<file path="config.mk">
export PLATFORM = sky130hd
export DESIGN_NAME = pulse_train_decoder
export DESIGN_NICKNAME = d
export VERILOG_FILES = /design/src/rtl/pulse_train_decoder.sv
export SDC_FILE = /design/constraint.sdc
export NUM_CORES = 1
export LEC_CHECK = 0
export ABC_AREA = 1
export BUFFER_PORTS_ARGS = -buffer_cell sky130_fd_sc_hd__buf_2
export CORE_ASPECT_RATIO = 1.4
export CORE_UTILIZATION = 63
export DETAILED_ROUTE_END_ITERATION = 10
export PLACE_DENSITY = 0.9
export SETUP_SLACK_MARGIN = 0.05
export SLEW_MARGIN = 20
export SYNTH_ARGS = -nofsm -noshare
export SYNTH_HDL_FRONTEND = slang
export SYNTH_SLANG_ARGS = --single-unit
export TNS_END_PERCENT = 20
</file>
<file path="constraint.sdc">
create_clock -name CLOCK_50 -period 2.6 [get_ports CLOCK_50]
set_input_delay 0.13 -clock CLOCK_50 [delete_from_list [all_inputs] [get_ports CLOCK_50]]
set_output_delay 0.13 -clock CLOCK_50 [all_outputs]
set_load 0.05 [all_outputs]
</file>
<file path="src/rtl/pulse_train_decoder.sv">
// Decodes a pulse train into pulses-per-set, set count and a consistency flag.
// Result latches on LEDR with a one-cycle DONE strobe when the line stays low long enough.
module pulse_train_decoder #(
   parameter int unsigned MIN_HIGH_CYCLES = 1_000_000,
   parameter int unsigned SET_GAP_CYCLES  = 25_000_000,
   parameter int unsigned END_GAP_CYCLES  = 43_750_000
) (
   input  logic       CLOCK_50,
   input  logic       KEY,
   input  logic       PULSE_IN,
   output logic [9:0] LEDR,
   output logic       DONE
);

   localparam logic [31:0] MIN_C = 32'(MIN_HIGH_CYCLES);
   localparam logic [31:0] SET_C = 32'(SET_GAP_CYCLES);
   localparam logic [31:0] END_C = 32'(END_GAP_CYCLES);

   typedef enum logic [1:0] {IDLE, HIGH, LOW} state_t;

   state_t      state_q, state_d;
   logic        sync1_q, sync2_q, prev_q;
   logic [31:0] run_q, run_d;
   logic [3:0]  pulse_cnt_q, pulse_cnt_d;
   logic [3:0]  set_cnt_q, set_cnt_d;
   logic [3:0]  ref_cnt_q, ref_cnt_d;
   logic        err_q, err_d;
   logic [9:0]  ledr_q, ledr_d;
   logic        done_q, done_d;

   logic        rise, fall;
   logic [3:0]  cs_set, cs_ref;
   logic        cs_err;

   always_comb begin
      rise = sync2_q & ~prev_q;
      fall = ~sync2_q & prev_q;

      // Counters as they would stand after closing the current set; empty sets are ignored.
      cs_set = set_cnt_q;
      cs_ref = ref_cnt_q;
      cs_err = err_q;
      if (pulse_cnt_q != 4'd0) begin
         if (set_cnt_q == 4'd15) cs_err = 1'b1;
         else                    cs_set = set_cnt_q + 4'd1;
         if (set_cnt_q == 4'd0)            cs_ref = pulse_cnt_q;
         else if (pulse_cnt_q != ref_cnt_q) cs_err = 1'b1;
      end

      state_d     = state_q;
      run_d       = run_q;
      pulse_cnt_d = pulse_cnt_q;
      set_cnt_d   = set_cnt_q;
      ref_cnt_d   = ref_cnt_q;
      err_d       = err_q;
      ledr_d      = ledr_q;
      done_d      = 1'b0;

      case (state_q)
         IDLE: begin
            if (rise) begin
               state_d     = HIGH;
               run_d       = 32'd0;
               pulse_cnt_d = 4'd0;
               set_cnt_d   = 4'd0;
               ref_cnt_d   = 4'd0;
               err_d       = 1'b0;
            end
         end
         HIGH: begin
            if (fall) begin
               state_d = LOW;
               run_d   = 32'd0;
               if (run_q >= MIN_C) begin
                  if (pulse_cnt_q == 4'd15) err_d = 1'b1;
                  else                      pulse_cnt_d = pulse_cnt_q + 4'd1;
               end
            end else if (run_q < MIN_C) begin
               run_d = run_q + 32'd1;
            end
         end
         LOW: begin
            if (run_q + 32'd1 >= END_C) begin
               // End of train beats a coincident rising edge, which then opens the next train.
               ledr_d      = {1'b1, cs_err, cs_set, cs_ref};
               done_d      = 1'b1;
               state_d     = rise ? HIGH : IDLE;
               run_d       = 32'd0;
               pulse_cnt_d = 4'd0;
               set_cnt_d   = 4'd0;
               ref_cnt_d   = 4'd0;
               err_d       = 1'b0;
            end else if (rise) begin
               state_d = HIGH;
               run_d   = 32'd0;
               if (run_q >= SET_C) begin
                  pulse_cnt_d = 4'd0;
                  set_cnt_d   = cs_set;
                  ref_cnt_d   = cs_ref;
                  err_d       = cs_err;
               end
            end else begin
               run_d = run_q + 32'd1;
            end
         end
         default: state_d = IDLE;
      endcase
   end

   always_ff @(posedge CLOCK_50 or negedge KEY) begin
      if (!KEY) begin
         state_q     <= IDLE;
         sync1_q     <= 1'b0;
         sync2_q     <= 1'b0;
         prev_q      <= 1'b0;
         run_q       <= 32'd0;
         pulse_cnt_q <= 4'd0;
         set_cnt_q   <= 4'd0;
         ref_cnt_q   <= 4'd0;
         err_q       <= 1'b0;
         ledr_q      <= 10'd0;
         done_q      <= 1'b0;
      end else begin
         state_q     <= state_d;
         sync1_q     <= PULSE_IN;
         sync2_q     <= sync1_q;
         prev_q      <= sync2_q;
         run_q       <= run_d;
         pulse_cnt_q <= pulse_cnt_d;
         set_cnt_q   <= set_cnt_d;
         ref_cnt_q   <= ref_cnt_d;
         err_q       <= err_d;
         ledr_q      <= ledr_d;
         done_q      <= done_d;
      end
   end

   assign LEDR = ledr_q;
   assign DONE = done_q;

endmodule

</file>
==> flow_summary.json <==
{
  "synth.area.top_cells": "dfrtp_1 36%, nand2_1 20%, nor2_1 7.4%, inv_1 6.7%, nand3_1 4.4%",
  "finalSetupViolations": 39,
  "drtIter0Drc": 532,
  "crit_chain": "nand2_1 -> nor2_2 -> nand2_1 -> nor2_2 -> buf_4 -> nand2_1 -> nand2_1 -> nand2_1 -> nor2_1 -> nand2_2 -> nor2_1 -> nand2_1 -> inv_2 -> nand3_4 -> nand2_4 -> nand2_8 -> buf_12 -> o21ai_1",
  "slowest_delay_ps": 440,
  "grt_use_total_pct": 35.19,
  "critPathTopFamily": "simple AND/OR/NAND/NOR gates",
  "final_layout_size_suffix_gt1_share_pct": 21.48,
  "diodes": 0,
  "status": "complete, but fails checks",
  "yosys_warnings": 0,
  "violations": "setup timing",
  "period_share_pct": 103.5,
  "critPathSlowestCell": "dfrtp_1",
  "worst_ep_required_time_ps": 2860,
  "async_reset_ff_share_pct": 100.0,
  "place_ws_ps": 2.693,
  "min_period_ps": 2692,
  "cap_violations": 0,
  "grt_pass1_vias": 4196,
  "max_freq_mhz": 371.4,
  "dieArea_sq_um": 7011,
  "worstRegToRegCells": 18,
  "ir_worst_vdd_mv": 0.5132,
  "syn_inst": 619,
  "first_pass_iters": 6,
  "fill_cells": 390,
  "hold_viol_final": 0,
  "synth.distinct_cells": 36,
  "multi_input_comb_area_sq_um": 2606,
  "register_area_sq_um": 1528,
  "die_x_microns": 71.05,
  "worstSetupStartpointType": "flop",
  "ys_seq_area_share_pct": 36.30,
  "antenna_left": 0,
  "cts_tree": "built",
  "drv_slew": 0,
  "worstMarginPinSlew_ps": 436.9,
  "yosys.area.top_type_share_pct": 36.30,
  "rsz0062_at_grt": "true",
  "synth_top_area_cell": "dfrtp_1",
  "fin_nets": 684,
  "grt_antenna_before_repair": 0,
  "syn-num-nets": 632,
  "max-slew-margin-rel_pct": 70.49,
  "synth_edf_count": 0,
  "vias": 4657,
  "core_sq_um": 6339,
  "clock-sinks": 61,
  "powerDensity_nw_per_um2": 675.9,
  "syn_area_sq_um": 4205,
  "cts_made_buffers": 9,
  "clock_latency_ps": 350,
  "die_h_microns": 98.67,
  "worstPathArrival_ps": 2950,
  "synth.avg_cell_area_sq_um": 6.794,
  "critPathKind": "reg2reg",
  "syn_to_final_growth_pct": 21.78,
  "final_cells": 747,
  "drc_errors": 0,
  "dp.cells": 717,
  "routedWlPerCell_microns": 17.83,
  "finalWirelength_mm": 13.32,
  "path_clk_slew_ps": 70,
  "cp.depth": 18,
  "setup_slack_ps": -92.29,
  "cts-root-buf": "clkbuf_8",
  "grt_pass1_wl_mm": 19.15,
  "start_util_pct": 66.34,
  "overflow": 0,
  "clockBufferDepth": 2,
  "skew_ps": 11.29,
  "place_hpwl_mm": 8.441,
  "crit_fanout": 9,
  "power_leakage_nw": 2.398,
  "vias_per_cell": 6.234,
  "synth_ff_type": "dfrtp_1",
  "min_path_type": "in2async",
  "grt_max_degree": 26,
  "rows": 34,
  "h-tree-depth": 3,
  "cp_common_cell": "nand2_1",
  "critPathBufInv": 3,
  "finalWeightedCongestion": 1.005,
  "ios": 14,
  "port_buffers": 13,
  "end_kind": "flop",
  "ys_ff_latch": 61
}
final timing paths:
check / start / end / slack, ps
worst max-delay path: run_q[7] / run_q[0] / -90
worst min-delay path: KEY / run_q[10] / 220
worst max register to register: run_q[7] / run_q[0] / -90
worst min register to register: sync1_q / sync2_q / 360
max in group asynchronous: KEY / run_q[2] / 1700
min in group CLOCK_50: sync1_q / sync2_q / 360
stage by stage:
stage	util [%]	power, W	TNS [ps]	area (sq um)	hold WS (ps)
after global placement	70.71	0.002128	0	4482	68.19
after floorplan	-	0.001840	0	4205	-165.6
after CTS	74.83	0.003181	0	4743	241.3
final	80.79	0.003461	-1471	5121	221.4
after global routing	80.79	0.003596	-8181	5121	249.9
after detailed placement	70.71	0.002171	0	4482	69.64
cells in the mapped netlist, types with 2 or more instances:
master,instances
nand2_1,227
nor2_1,83
inv_1,75
dfrtp_1,61
nand3_1,37
o21ai_0,17
nand4_1,15
o21ai_2,12
o22ai_1,11
ha_1,10
xor2_1,10
a21oi_1,6
nand2_2,6
o22ai_2,6
nor2_2,5
nor2_4,5
xnor2_1,4
buf_6,3
nor3_1,3
o21ai_1,3
and2_1,2
inv_2,2
o21a_1,2
o21bai_1,2
repair_timing:
item	CTS	global route
resized for setup	4	69
buffers inserted	0	11
pin swaps	1	22
gates cloned	0	2
setup endpoints to repair	34	51
endpoints found under the hold margin	14	0
hold buffers	2	0
cells by family after synthesis:
logic type,synth area share [%]
AOI/OAI and AO/OA,9.937
xor gates and xnor gates,2.916
adders and majority gates,2.975
buffers and inverters,8.063
DFF,36.30
and+or+nand+nor,39.81
metal layers:
metal  part of all wire, %  up-vias  track usage [%]
met3                   8.5      118            5.317
met5                     0        -                0
met2                    49      352            59.54
li1                      -     2059                -
met1                    35     2128            40.66
met4                   7.8        0            24.31
where the power goes:
group | switching (W) | leakage, nW | total (W) | internal (W)
clock | 0.000385 | 0.110 | 0.00102 | 0.000633
combinational | 0.000921 | 1.45 | 0.00137 | 0.000447
sequential | 0.0000693 | 0.840 | 0.00108 | 0.00101
total | 0.00137 | 2.40 | 0.00346 | 0.00209
layout by cell type, fill, tap and decap left out, types with 15 or more instances in the layout:
cell type  Yosys  final
nand3_1       37     33
nor2_2         5     17
buf_4          0     24
dfrtp_1       61     60
nor2_1        83     65
inv_1         75     73
nand4_1       15     15
nand2_1      227    216
worst register-to-register path, stage by stage, from the launching register on:
cell     delay, ps
dfrtp_1        440
nand2_1        180
nor2_2         240
nand2_1        110
nor2_2         150
buf_4          150
nand2_1         50
nand2_1         60
nand2_1         50
nor2_1         120
nand2_2        110
nor2_1         110
nand2_1         60
inv_2          100
nand3_4        140
nand2_4        150
nand2_8         80
buf_12         160
o21ai_1        160
flip-flops by register name, indices dropped and copies added, names as in the netlist:
signal,flops
state_q,2
err_q,1
DONE,1
ref_cnt_q,4
sync1_q,1
prev_q,1
set_cnt_q,4
run_q,32
LEDR,10
pulse_cnt_q,4
sync2_q,1
cell type report:
| type | instances | share of cell area (%) |
|---|---|---|
| well taps | 72 | 1.759 |
| repair buffers | 46 | 7.330 |
| clock inverters | 4 | 1.906 |
| inverters | 78 | 5.717 |
| multi-input cells | 475 | 50.89 |
| clock buffers | 11 | 2.565 |
| flip-flops and latches | 61 | 29.83 |
No activity file was read; power rests on OpenSTA's default activity.
